### config.mk
export PLATFORM = sky130hd
export DESIGN_NAME = boundary_sweep_reader
export DESIGN_NICKNAME = d
export VERILOG_FILES = /design/src/rtl/match_pkg.sv /design/src/rtl/point_fifo.sv /design/src/rtl/boundary_sweep_reader.sv
export SDC_FILE = /design/constraint.sdc
export NUM_CORES = 1
export LEC_CHECK = 0
export CAP_MARGIN = 20
export CORE_MARGIN = 2
export CORE_UTILIZATION = 37
export DETAILED_ROUTE_END_ITERATION = 7
export PLACE_DENSITY = 0.59
export SLEW_MARGIN = 40
export SYNTH_ARGS = -nofsm -noshare
export SYNTH_HDL_FRONTEND = slang
export SYNTH_SLANG_ARGS = --single-unit
### constraint.sdc
create_clock -name clk -period 3.2 [get_ports clk]
set_input_delay 0.64 -clock clk [delete_from_list [all_inputs] [get_ports clk]]
set_output_delay 0.64 -clock clk [all_outputs]
set_load 0.05 [all_outputs]
### src/rtl/match_pkg.sv
// match_pkg: shared widths, point record and sweep FSM states for the matching front end
package match_pkg;
  localparam int ALPHA_W = 12;
  localparam int IDX_W = 5;
  localparam int COORD_W = 14;
  typedef struct packed {
    logic [COORD_W-1:0] x;
    logic [COORD_W-1:0] y;
    logic [IDX_W-1:0] idx;
    logic last;
  } point_t;
  typedef enum logic [1:0] {IDLE, SWEEP, DRAIN} state_t;
endpackage

### src/rtl/point_fifo.sv
// point_fifo: first-word-fall-through FIFO with occupancy count
// ports: wr_en/wr_data push; rd_en pops the head when valid; rd_data is the head (0 when empty); count is occupancy
module point_fifo #(
  parameter int W = 34,
  parameter int DEPTH = 8,
  localparam int AW = $clog2(DEPTH)
) (
  input  logic          clk,
  input  logic          rst,
  input  logic          wr_en,
  input  logic [W-1:0]  wr_data,
  input  logic          rd_en,
  output logic [W-1:0]  rd_data,
  output logic          valid,
  output logic [AW:0]   count
);
  logic [W-1:0] mem [DEPTH];
  logic [AW-1:0] wp, rp;
  logic do_rd;
  assign valid = count != '0;
  assign do_rd = rd_en && valid;
  assign rd_data = valid ? mem[rp] : '0;
  always_ff @(posedge clk or posedge rst)
    if (rst) begin
      wp <= '0;
      rp <= '0;
      count <= '0;
    end else begin
      assert (!(wr_en && !do_rd && count == (AW+1)'(DEPTH)));
      if (wr_en) wp <= wp + 1'b1;
      if (do_rd) rp <= rp + 1'b1;
      count <= count + {{AW{1'b0}}, wr_en} - {{AW{1'b0}}, do_rd};
    end
  always_ff @(posedge clk)
    if (wr_en) mem[wp] <= wr_data;
endmodule

### src/rtl/boundary_sweep_reader.sv
// boundary_sweep_reader: drives an alpha sweep into boundary_cal and streams captured points out
// ports: start/alpha_base launch a sweep; alpha feeds boundary_cal; xb_in/yb_in are its results;
//        out_* is the valid/ready point stream; busy is high outside IDLE; done pulses at sweep end
module boundary_sweep_reader
  import match_pkg::*;
#(
  parameter int M = 13,
  parameter int NPTS = 18,
  parameter int ALPHA_STEP = 200,
  parameter int CAL_LAT = 9,
  parameter int DEPTH = 8
) (
  input  logic               clk,
  input  logic               rst,
  input  logic               start,
  input  logic [ALPHA_W-1:0] alpha_base,
  output logic [ALPHA_W-1:0] alpha,
  input  logic [M:0]         xb_in,
  input  logic [M:0]         yb_in,
  output logic               out_valid,
  input  logic               out_ready,
  output logic [M:0]         out_x,
  output logic [M:0]         out_y,
  output logic [IDX_W-1:0]   out_idx,
  output logic               out_last,
  output logic               busy,
  output logic               done
);
  localparam int CW = $clog2(DEPTH) + 1;
  localparam logic [IDX_W-1:0] NP = IDX_W'(NPTS);
  localparam logic [CW:0] DP = (CW+1)'(DEPTH);
  localparam logic [ALPHA_W-1:0] STEP = ALPHA_W'(ALPHA_STEP);
  state_t state, state_n;
  logic [ALPHA_W-1:0] nxt;
  logic [IDX_W-1:0] issue_cnt;
  logic [CAL_LAT:0] sr_v;
  logic [CAL_LAT:0][IDX_W-1:0] sr_idx;
  logic [CW-1:0] infl, fcnt;
  logic issue, cap;
  point_t wr_pt, rd_pt;
  always_ff @(posedge clk or posedge rst)
    if (rst) state <= IDLE;
    else state <= state_n;
  // an alpha is issued only if its result already owns a FIFO slot, since boundary_cal cannot stall
  always_comb begin
    issue = state == SWEEP && issue_cnt < NP && ({1'b0, fcnt} + {1'b0, infl}) < DP;
    done = state == DRAIN && infl == '0;
    busy = state != IDLE;
    state_n = state == IDLE  ? (start ? SWEEP : IDLE) :
              state == SWEEP ? (issue_cnt == NP ? DRAIN : SWEEP) :
                               (infl == '0 ? IDLE : DRAIN);
  end
  always_ff @(posedge clk or posedge rst)
    if (rst) begin
      alpha <= '0;
      nxt <= '0;
      issue_cnt <= '0;
      sr_v <= '0;
      infl <= '0;
    end else begin
      if (state == IDLE && start) begin
        nxt <= alpha_base;
        issue_cnt <= '0;
      end
      if (issue) begin
        alpha <= nxt;
        nxt <= nxt + STEP;
        issue_cnt <= issue_cnt + 1'b1;
      end
      sr_v <= {sr_v[CAL_LAT-1:0], issue};
      infl <= infl + {{(CW-1){1'b0}}, issue} - {{(CW-1){1'b0}}, cap};
    end
  always_ff @(posedge clk)
    sr_idx <= {sr_idx[CAL_LAT-1:0], issue_cnt};
  // stage 0 is loaded on the issue edge, so stage CAL_LAT lines up with boundary_cal's output
  assign cap = sr_v[CAL_LAT];
  assign wr_pt = '{x: xb_in, y: yb_in, idx: sr_idx[CAL_LAT], last: sr_idx[CAL_LAT] == NP - 1'b1};
  point_fifo #(.W($bits(point_t)), .DEPTH(DEPTH)) u_fifo (
    .clk(clk),
    .rst(rst),
    .wr_en(cap),
    .wr_data(wr_pt),
    .rd_en(out_ready),
    .rd_data(rd_pt),
    .valid(out_valid),
    .count(fcnt)
  );
  assign out_x = rd_pt.x;
  assign out_y = rd_pt.y;
  assign out_idx = rd_pt.idx;
  assign out_last = rd_pt.last;
endmodule

Word level (Yosys, flattened, before mapping). Memories as Yosys holds them, arrays and structs flattened. Index checks and enable logic that the tools add are counted.

Latch bits: 0. Register bits after elaboration: 105. Input bits: 44. Word-level logic and storage cells: 57. RAM bits: 272. ROM bits: 0. Output and inout bits: 49. Memories kept: 1.

Memories: u_fifo.mem (words 8, width 34, rd ports 1, clocked after memory_dff 0, wr ports 1, line point_fifo.sv:17) `logic [W-1:0] mem [DEPTH];`.

Magnitude comparators: 2. Equality and inequality tests: 4. Shift operators: 0. Reductions and logical operators: 10. Add/sub/neg operators: 9. Bitwise gates (word level): 0. Divide/modulo/power cells: 0. Multiplexer cells: 12. Multipliers: 0.

Operator list (count): 34-bit two-way mux (1); 12-bit two-way mux (2); 12-bit by 8-bit adder with 12-bit output, second input constant (1); 5-bit == test, second input constant (2); 5-bit two-way mux (2); 4-bit by 1-bit adder with 4-bit output (2); 2-bit two-way mux (4); 4-bit by 1-bit subtractor with 4-bit output (2); 3-bit by 1-bit adder with 3-bit output, second input constant (2); 4-bit by 4-bit adder with 5-bit output (1); 5-bit by 1-bit adder with 5-bit output, second input constant (1); 1-bit logical AND (5); 5-bit by 4-bit less-than comparator with 1-bit output, second input constant (1); 5-bit less-than comparator, second input constant (1); 4-bit zero test (1); 2-bit nonzero test (2); 4-bit nonzero test (1); 1-bit two-way mux (3); 2-bit by 1-bit == test with 1-bit output, second input constant (1); 2-bit == test, second input constant (1); 2-bit zero test (1).

Longest topological paths before layout.
Depth in word-level cells: 5. Depth in mapped cells: 11. Gate-level depth less buffers: 10.

Hierarchy. Synthesis repeated with hierarchy kept, for this count alone.

Cell total of the unflattened synthesis: 688. Area, all modules: 13865.8 µm².

By module, submodules not included: point_fifo (cells each 456, sequential area each 8418.1 µm², area an instance 10744.1 µm², instances 1); boundary_sweep_reader (cells each 232, sequential area each 2127.0 µm², area an instance 3121.7 µm², instances 1).

Worst setup path before layout. Ideal clock, no wire load.

Path type: register -> register. Start point: reg u_fifo.wp[1]. End point: mem u_fifo.mem[0][0] (enable). Setup time: 0.467 ns. Period minus slack after synthesis: 3.384 ns. Buffers on the path: 0. Data required time: 2.733 ns. Arrival time: 2.917 ns. Stages on the path, launching flop included: 3. Slack: -0.184 ns. Cells stage by stage: dfrtp_1 nand2b_1 nor3_1.

RTL lines: start, declared (line point_fifo.sv:18) `logic [AW-1:0] wp, rp;`; start signal, assigned (line point_fifo.sv:30) `if (wr_en) wp <= wp + 1'b1;`; end, declared (line point_fifo.sv:17).

No word-level cell before the write port.

Worst setup path after layout.
Start point: reg u_fifo.rp[0]. End point: out out_x[8].

Word-level cells in the longest chain between the ends: 2.

RTL lines: start, declared (line point_fifo.sv:18); start signal, assigned (line point_fifo.sv:31) `if (do_rd) rp <= rp + 1'b1;`; memory 8 x 34 bit; 34-bit two-way mux (line point_fifo.sv:22) `assign rd_data = valid ? mem[rp] : '0;`; end, declared (line boundary_sweep_reader.sv:22) `output logic [M:0] out_x,`.

No other way between the ends.

==> impl_metrics.ini <==
[status]
status = complete, no violations

[sta]
fin_crit_ns = 3.02
fmax_mhz = 331
setup_viol = 0
drv_slew = 0
timing.final.crit_share_pct = 94.4
finalSetupTns_ns = 0
slew_headroom_pct = 56.7
worst_pin_slew_ns = 0.650
hold_viol = 0
rsz0062_at_grt = no
finClkSkew_ns = 0.0147

[synthesis]
synth_edf_count = 272
synth_cells = 718
synth_area_leaders = edfxtp_1 (58%), mux4_2 (11%), dfrtp_1 (9.8%)
yosysTopAreaCell = edfxtp_1
ys_async_sr_fraction_pct = 14.6
synth-main-ff-cell = edfxtp_1
syn-cell-area_mm2 = 0.0140
yosys.area.top_type_share_pct = 58.4
ys_seq_area_share_pct = 75.4
avgSynthCellArea_um2 = 19.5
syn_nets = 782
ys_ff_latch = 377
yosys_warnings = 0
yosysUniqueCellTypes = 57

[global_route]
grt.total_usage_pct = 13.5
grt_max_degree = 41
grt_pass1_wl_um = 40400
antenna_found_initial = 1
grt_pass1_vias = 7015
grt-ovfl-total = 0

[critical_path]
worstSetupEndpointType = primary output
cp_cell_sequence = buf_4 -> mux4_2 -> mux2i_2 -> nor2_1 -> buf_6
crit_start = u_fifo.rp[0]$_DFFE_PP0N_
crit_arrival_ns = 2.38
required_ns = 2.56
crit_path_max_fanout = 10
start_kind = register
worstSetupPathType = register to primary output
cpMaxStageDelayCell = dfrtp_4
slowest_delay_ns = 0.56
reg2reg_from = infl[3]$_DFF_PP0_
rrSetupSlack_ns = 0.71

[drt]
ant_nets = 0
totalWireLength_um = 26300
wl_per_cell_um = 18.9
dr.pass1.iters = 4
drcViolationCount = 0
drtIter0Drc = 356
vias = 6770
vias_per_cell = 4.87

[floorplanning]
fp.dieH_um = 198
core-area_mm2 = 0.0375
initial_core_util_pct = 37.3
rows = 71
ios = 93
die-area_mm2 = 0.0394
fp.dieW_um = 198

[clock_network]
path_clk_slew_ns = 0.06
hold_buffers = 0
htreeDepth = 2
clk_root_buffer_cell = clkbuf_16
clock_path_buffers = 3
clock-sinks = 377
cts_tree = built
clock_latency_ns = 0.52
numCtsBuffers = 39

[place]
dp_hpwl_um = 14300
io_buffers = 92
placed_area_mm2 = 0.0156
place_congestion = 0.730

[power]
switching_share_pct = 35.3
switchingPower_w = 0.00618
intPower_w = 0.0113
peakVddDrop_mv = 0.497
p_comb_share_pct = 37.5
sequentialPowerShare_pct = 38.5
clockPowerShare_pct = 24.0
leakage_nw = 6.04
p_per_area_mw_per_mm2 = 1040

[layout]
fillers = 3245
drive_above_1_share_pct = 24.9
layout.nets = 914
syn_to_final_growth_pct = 20.8
final_cell_area_mm2 = 0.0169
final_common_cell = edfxtp_1
layout_common_cells = edfxtp_1 (272), mux4_2 (68), clkdlybuf4s50_1 (58)

[worst_hold_path]
hold_start = sr_idx[0]$_DFF_P_
hold_path.class = register to register

[flow_run]
maxCapViolCount = 0
[cell type report]
class | count | area, µm² | share of cell area [%]
antenna | 1 | 2.50 | 0.0148
clock buffer | 57 | 1120 | 6.62
clock inverter | 11 | 78.8 | 0.466
inverter | 19 | 71.3 | 0.422
multi-input combinational | 291 | 3290 | 19.5
sequential | 377 | 10600 | 62.4
tap | 511 | 639 | 3.78
timing repair buffer | 122 | 1150 | 6.79
[per-layer routing]
metal | global-route usage [%] | part of all wire, %
met3 | 3.02 | 4.8
met4 | 3.73 | 1.9
met1 | 18.4 | 46
met5 | 0 | 0
met2 | 22.0 | 47
[critical path: cells and delay by family (launching register included)]
family / cells / cell delay (ns)
buf+inv: 2 / 0.45
flops: 1 / 0.56
simple gates: 1 / 0.10
mux: 2 / 0.75
[metrics by stage]
step / power, W / hold WS [ns] / cells / util [%] / setup WS (ns)
floorplan: 0.0115 / 0.310 / 718 / - / 0.714
global placement: 0.0133 / 0.310 / 1314 / 41.6 / 0.505
detailed placement: 0.0134 / 0.312 / 1314 / 41.6 / 0.505
CTS: 0.0176 / 0.319 / 1382 / 44.8 / 0.00526
global route: 0.0184 / 0.330 / 1388 / 45.1 / 0.0601
finish: 0.0175 / 0.318 / 1389 / 45.1 / 0.180
[repair_timing]
action,CTS,global route
gates cloned,0,1
setup buffers,0,5
endpoints found under the setup margin,4,15
pin swaps,0,0
gates resized for setup,6,1
[power groups by stage]
| stage | clock, W | sequential (W) | combinational (W) |
|---|---|---|---|
| floorplan | 0 | 0.00682 | 0.00465 |
| global placement | 0 | 0.00682 | 0.00646 |
| detailed placement | 0 | 0.00685 | 0.00652 |
| CTS | 0.00433 | 0.00676 | 0.00655 |
| global route | 0.00452 | 0.00686 | 0.00706 |
| finish | 0.00420 | 0.00674 | 0.00655 |
[cells by family (layout without fill, tap and decap cells)]
family          count (synthesis)  after routing  share of synthesized area, %
buf+inv                        50            209                          1.68
flops                         377            377                          75.4
other cells                     0              1                             0
mux                           116            116                          14.7
fa+ha+maj                      20             20                          1.90
xor+xnor                        8              8                         0.501
compound gates                 36             36                          2.11
simple gates                  111            111                          3.79
[cell usage after synthesis, types with 3 or more instances]
| cell type | instances |
|---|---|
| nor2_1 | 45 |
| ha_1 | 18 |
| dfxtp_1 | 50 |
| mux2_2 | 8 |
| o21ai_0 | 4 |
| edfxtp_1 | 272 |
| dfrtp_1 | 55 |
| mux2_4 | 6 |
| buf_6 | 4 |
| a31oi_1 | 4 |
| nand3_1 | 8 |
| and2_1 | 3 |
| a211o_1 | 3 |
| nand2b_1 | 4 |
| mux2i_1 | 34 |
| mux4_2 | 68 |
| o211ai_1 | 5 |
| clkbuf_1 | 11 |
| buf_2 | 14 |
| inv_1 | 18 |
| xnor2_1 | 3 |
| or4_1 | 3 |
| nand2_1 | 26 |
| a21oi_1 | 4 |
| xor2_1 | 5 |
| nor3_1 | 6 |
[registers in the layout, indices dropped and copies added, names as in the netlist, 3 cells and up]
name          cells
u_fifo.mem      272
sr_idx           50
alpha            12
nxt              12
sr_v             10
issue_cnt         5
infl              4
u_fifo.count      4
u_fifo.rp         3
u_fifo.wp         3
[path summary, 6_finish.rpt]
kind                                        endpoint  depth (start not counted)
worst max-delay path                        out_x[8]                          5
worst min-delay path               sr_idx[5]$_DFF_P_                          0
worst max register to register     infl[2]$_DFF_PP0_                          9
worst min register to register     sr_idx[5]$_DFF_P_                          0
max in group asynchronous       alpha[3]$_DFFE_PP0P_                          3
min in group asynchronous         nxt[2]$_DFFE_PP0P_                          2
No activity file was read; power rests on OpenSTA's default activity.
